**config.mk**
```make
export PLATFORM = sky130hd
export DESIGN_NAME = priority_rr_arbiter
export DESIGN_NICKNAME = d
export VERILOG_FILES = /design/src/rtl/priority_rr_arbiter_pkg.sv /design/src/rtl/priority_to_onehot_tree.sv /design/src/rtl/priority_rr_arbiter.sv
export SDC_FILE = /design/constraint.sdc
export NUM_CORES = 1
export LEC_CHECK = 0
export ABC_AREA = 1
export BUFFER_PORTS_ARGS = -buffer_cell sky130_fd_sc_hd__buf_2
export CAP_MARGIN = 20
export CELL_PAD_IN_SITES_DETAIL_PLACEMENT = 1
export CELL_PAD_IN_SITES_GLOBAL_PLACEMENT = 1
export CORE_AREA = 2 2 67 69
export CTS_CLUSTER_DIAMETER = 200
export DETAILED_ROUTE_END_ITERATION = 6
export DIE_AREA = 0 0 69 71
export PLACE_DENSITY_LB_ADDON = 0.1
export SYNTH_ARGS = -nofsm -noshare
export SYNTH_HDL_FRONTEND = slang
export SYNTH_SLANG_ARGS = --single-unit
export TNS_END_PERCENT = 50
```
**constraint.sdc**
```tcl
create_clock -name clk -period 4.73 [get_ports clk]
set_input_delay 0.473 -clock clk [delete_from_list [all_inputs] [get_ports clk]]
set_output_delay 0.473 -clock clk [all_outputs]
set_load 0.01 [all_outputs]
```
**src/rtl/priority_rr_arbiter_pkg.sv**
```systemverilog
// Shared definitions for the priority / round-robin arbiter and its encoder.
package priority_rr_arbiter_pkg;

    typedef enum logic {
        ARB_FIXED = 1'b0,
        ARB_RR    = 1'b1
    } arb_mode_t;

    // Index width for a vector of the given width; never narrower than one bit.
    function automatic int prio_width_log(input int width);
        return (width > 1) ? $clog2(width) : 1;
    endfunction

endpackage

```
**src/rtl/priority_to_onehot_tree.sv**
```systemverilog
// Lowest-set-bit priority encoder: flat scan (IMPLEMENTATION 0) or a
// SPLIT-way grouped tree (IMPLEMENTATION 1). Index 0 has the highest priority.
module priority_to_onehot_tree
    import priority_rr_arbiter_pkg::*;
#(
    parameter  int WIDTH          = 16,
    parameter  int SPLIT          = 4,
    parameter  int IMPLEMENTATION = 0,
    localparam int WL             = prio_width_log(WIDTH)
) (
    input  logic [WIDTH-1:0] dec_vld,
    output logic [WL-1:0]    enc_idx,
    output logic             enc_vld
);

    generate
        if (IMPLEMENTATION == 0) begin : g_flat
            // Scan from the top down so the lowest set bit is the last writer.
            always_comb begin
                enc_idx = '0;
                enc_vld = 1'b0;
                for (int i = WIDTH - 1; i >= 0; i--) begin
                    if (dec_vld[i]) begin
                        enc_idx = WL'(i);
                        enc_vld = 1'b1;
                    end
                end
            end
        end else begin : g_tree
            localparam int NGRP = (WIDTH + SPLIT - 1) / SPLIT;

            logic [NGRP*SPLIT-1:0] pad;
            logic [NGRP-1:0]       grp_any;
            int                    gsel;
            int                    bsel;

            always_comb begin
                pad            = '0;
                pad[WIDTH-1:0] = dec_vld;
            end

            for (genvar g = 0; g < NGRP; g++) begin : g_grp
                assign grp_any[g] = |pad[g*SPLIT +: SPLIT];
            end

            // Pick the lowest non-empty group, then the lowest bit inside it.
            always_comb begin
                gsel = 0;
                for (int g = NGRP - 1; g >= 0; g--) begin
                    if (grp_any[g]) gsel = g;
                end
                bsel = 0;
                for (int b = SPLIT - 1; b >= 0; b--) begin
                    if (pad[gsel*SPLIT + b]) bsel = b;
                end
                enc_vld = |grp_any;
                enc_idx = WL'(gsel * SPLIT + bsel);
            end
        end
    endgenerate

endmodule

```
**src/rtl/priority_rr_arbiter.sv**
```systemverilog
// WIDTH-way arbiter onto one valid/ready grant channel, fixed or round-robin
// priority, with the grant locked while the downstream stalls.
module priority_rr_arbiter
    import priority_rr_arbiter_pkg::*;
#(
    parameter  int WIDTH          = 16,
    parameter  int SPLIT          = 4,
    parameter  int MODE           = 1,
    parameter  int IMPLEMENTATION = 0,
    localparam int WIDTH_LOG      = prio_width_log(WIDTH)
) (
    input  logic                 clk,
    input  logic                 rst,
    input  logic [WIDTH-1:0]     req_vld,
    output logic [WIDTH-1:0]     req_rdy,
    output logic                 gnt_vld,
    input  logic                 gnt_rdy,
    output logic [WIDTH_LOG-1:0] gnt_idx,
    output logic [WIDTH-1:0]     gnt_oht
);

    logic [WIDTH_LOG-1:0] ptr_q, ptr_d;
    logic                 lck_q, lck_d;
    logic [WIDTH_LOG-1:0] lck_idx_q, lck_idx_d;

    logic [WIDTH-1:0]     mask;
    logic [WIDTH-1:0]     masked;
    logic [WIDTH_LOG-1:0] msk_idx, raw_idx, win_idx;
    logic                 msk_vld, raw_vld, hs;

    // Thermometer: every index at or above the pointer stays eligible.
    for (genvar i = 0; i < WIDTH; i++) begin : g_mask
        assign mask[i] = (WIDTH_LOG'(i) >= ptr_q);
    end
    assign masked = req_vld & mask;

    priority_to_onehot_tree #(
        .WIDTH(WIDTH), .SPLIT(SPLIT), .IMPLEMENTATION(IMPLEMENTATION)
    ) u_enc_msk (
        .dec_vld(masked), .enc_idx(msk_idx), .enc_vld(msk_vld)
    );

    priority_to_onehot_tree #(
        .WIDTH(WIDTH), .SPLIT(SPLIT), .IMPLEMENTATION(IMPLEMENTATION)
    ) u_enc_raw (
        .dec_vld(req_vld), .enc_idx(raw_idx), .enc_vld(raw_vld)
    );

    always_comb begin
        win_idx = (MODE == int'(ARB_RR) && msk_vld) ? msk_idx : raw_idx;

        if (lck_q) begin
            gnt_idx = lck_idx_q;
            gnt_vld = req_vld[lck_idx_q] & ~rst;
        end else begin
            gnt_idx = win_idx;
            gnt_vld = raw_vld & ~rst;
        end

        gnt_oht = '0;
        if (gnt_vld) gnt_oht[gnt_idx] = 1'b1;

        hs      = gnt_vld & gnt_rdy;
        req_rdy = hs ? gnt_oht : '0;

        ptr_d     = ptr_q;
        lck_d     = lck_q;
        lck_idx_d = lck_idx_q;
        if (hs) begin
            lck_d = 1'b0;
            if (MODE == int'(ARB_RR))
                ptr_d = (gnt_idx == WIDTH_LOG'(WIDTH - 1)) ? '0 : gnt_idx + 1'b1;
        end else if (lck_q && !req_vld[lck_idx_q]) begin
            // Locked requester withdrew: release without moving the pointer.
            lck_d = 1'b0;
        end else if (gnt_vld && !lck_q) begin
            lck_d     = 1'b1;
            lck_idx_d = gnt_idx;
        end
    end

    always_ff @(posedge clk) begin
        if (rst) begin
            ptr_q     <= '0;
            lck_q     <= 1'b0;
            lck_idx_q <= '0;
        end else begin
            ptr_q     <= ptr_d;
            lck_q     <= lck_d;
            lck_idx_q <= lck_idx_d;
        end
    end

endmodule

```
==> run metrics <==
maximum level of the CTS H-tree=1; synth warn=0; Fin. Hold Viols=0; crit path kind=flop to primary output; max-capacitance violation count=0; grt ovf=0; starting density of the core=32.71%; Synth Area in Adders=3.640%; initial DRC count=43; HPWL after detailed placement=4.117 mm; RSZ-0062 raised after global routing=false; All-Layer GR Usage=20.56%; f_max=284.2 MHz; Pleak=0.0009039 uW; top cell type's share of synthesized area=about 15%; postcts setup bufs=0; Final ANT Viol Nets=0; Residual DRC=0; status=complete, no violations; synthesized area per cell=5.590 um^2; chip height=71 um; # fillers=624; setup_tns=0 ns; Core Box Area=approximately 4200 um^2; Slew Viols, Final=0; period utilisation layout=74.38%; vias in the first global route=between 1500 and 2000; drt pass-1 iters=4; first-pass GRT wire length=8.369 mm; compound-gate portion of the synthesized area=23.93%; Async SR Flop Fraction=0%; Chip Width=69 um; clock skew=0.005496 ns; total CTS buffers=3; Clk pin slew, worst setup/hold paths=0.05 ns; Simple-Gate Fraction of Synth Area=46.50%; largest family of logic cells by synthesized area=simple AND/OR/NAND/NOR gates; Pwr Density=191.8 nW/um^2; Worst-Skew Late Latency=0.24 ns; IO Port Bufs=55; Post-CTS Resized=0; Clock Tree Buf Depth=2; Sw Ratio=~43%; cells after synthesis=about 250; maximum vdd ir drop=0.09095 mV; sequential-to-total area share from yosys stat=13.10%; Top FF cell, synth=dfxtp_1; register bit total from synthesis=9; antenna cells=0; final setup fails=0; Psw=144.4 uW; CTS Hold Bufs=0; Mapped Nets=269; routed wire length per instance=about 14 um; max_slew headroom=61.25%; die area=4899 um^2; clock share of power=27.0%; Placer Congestion=0.8443; post-synth top area cell=nand2_1; Vias=1831; largest net degree at the start of global routing=16; Final Util=between 40% and 50%; CP arrival=3.05 ns; CTS tree=built; CP required=4.26 ns; Slew @ Worst Pin=about 0.58 ns; Cell Area, Synth=~1400 um^2; synth top area cells=nand2_1 15%, dfxtp_1 13%, inv_1 9.3%; Comb pwr share=45.9%; post-synthesis mux area share=0%; FP Rows=24; clock sinks=9; sequential share of power=27.1%; number of synthesized flops with an enable pin=0; clock root buffer=clkbuf_8; Ports=56; Tmin final=~3.5 ns; Synth Area in XOR/XNOR=0%; Worst Setup End Kind=primary output; Final nets=326; Startpoint Class=flop; final WL=4.847 mm; crit path max fanout=7; synth-to-layout area growth=26.66%; initial antenna violation count=0; Hold WC Path Type=input pin to flop; Vias/cell=approximately 5.2; Distinct cells, synth=34; commonest non-fill, non-tap cell in the layout=nand2_1; layout cells sized above 1=27.48%; Int Pwr=roughly 190 uW; most frequent cells in the layout=56 x nand2_1, 55 x buf_2, 34 x inv_1, 27 x nor2_1, 23 x a21oi_1
==> worst max-delay path, stage by stage (launching register included) <==
cell     delay [ns]
dfxtp_1        0.42
nand2_2        0.14
o21ai_1        0.25
nand2_1        0.09
nand2_1        0.06
nand2_1        0.04
nand2_1        0.05
nand2_1        0.04
nand2_1        0.06
nand2_1        0.04
nand2_1        0.05
nand2_1        0.04
nand2_1        0.05
nand2_1        0.05
nand2_1        0.06
nand2_1        0.05
nand2_1        0.05
nand2_1        0.06
nand2_1        0.10
nand2_1        0.12
inv_1          0.15
ha_1           0.28
nand2_1        0.20
nor3_1         0.20
buf_2          0.16
==> logic make-up (layout without fill, tap and decap cells) <==
| group | Yosys count | count (layout) |
|---|---|---|
| simple gates | 137 | 137 |
| buf+inv | 44 | 100 |
| compound gates | 52 | 52 |
| fa+ha+maj | 4 | 4 |
| flops | 9 | 9 |
==> sequential cells by signal (all words and copies together) (netlist names) <==
register	flops
lck_q	1
ptr_q	4
lck_idx_q	4
==> final cells by class <==
cell class	count	area, um^2	share of cell area (%)
clock buffers	4	45.04	2.586
inverters	41	157.7	9.052
multi-input cells	193	1018	58.48
flip-flops and latches	9	180.2	10.34
well taps	52	65.06	3.736
repair buffers	55	275.3	15.80
==> power groups by stage <==
stage / Sequential (uW) / Combinational (uW) / Clock (uW)
2_1_floorplan: 88.1 / 107 / 0
3_3_place_gp: 91.6 / 153 / 0
3_5_place_dp: 91.8 / 154 / 0
4_1_cts: 90.4 / 155 / 91.6
5_1_grt: 91.8 / 176 / 96.8
6_report: 90.6 / 153 / 90.1
==> worst paths after layout <==
path	startpoint	endpoint	slack, ns	cells after the start
hold / removal	gnt_rdy	lck_q$_SDFFE_PP0P_	0.47	2
setup reg to reg	ptr_q[3]$_SDFFE_PP0P_	ptr_q[2]$_SDFFE_PP0P_	1.96	25
hold reg to reg	ptr_q[0]$_SDFFE_PP0P_	ptr_q[0]$_SDFFE_PP0P_	0.49	2
setup / recovery	ptr_q[3]$_SDFFE_PP0P_	req_rdy[11]	1.21	24
==> synthesized netlist by cell type (2+ instances only) <==
master,n
nor2_1,27
nor4_1,4
a21oi_1,23
dfxtp_1,9
o211ai_1,4
inv_2,5
o21ai_2,3
o21ai_0,11
nand2_1,56
nor2_2,2
nand4_1,3
nor3_1,20
inv_1,34
o21ai_1,6
nand3_1,15
nand2_2,3
ha_1,4
==> routing by layer <==
| layer | vias to the layer above | GRT usage [%] | share of wire [%] |
|---|---|---|---|
| met5 | - | 0 | 0 |
| met4 | 0 | 6.100 | 1.4 |
| met3 | 7 | 2.849 | 4.9 |
| met2 | 51 | 39.64 | 51 |
| met1 | 840 | 23.36 | 43 |
| li1 | 933 | - | - |
==> stage by stage <==
stage / total power (uW) / area (um^2) / instances / hold slack [ns] / worst slack (ns)
2_1_floorplan: 194.8 / 1375 / 246 / 0.4575 / 1.799
3_3_place_gp: 245.0 / 1697 / 350 / 0.4865 / 1.511
3_5_place_dp: 246.0 / 1697 / 350 / 0.4815 / 1.434
4_1_cts: 337.5 / 1742 / 354 / 0.4711 / 1.160
5_1_grt: 365.0 / 1742 / 354 / 0.4769 / 0.7178
6_report: 334.1 / 1742 / 354 / 0.4698 / 1.212
No activity file was read; power rests on OpenSTA's default activity.
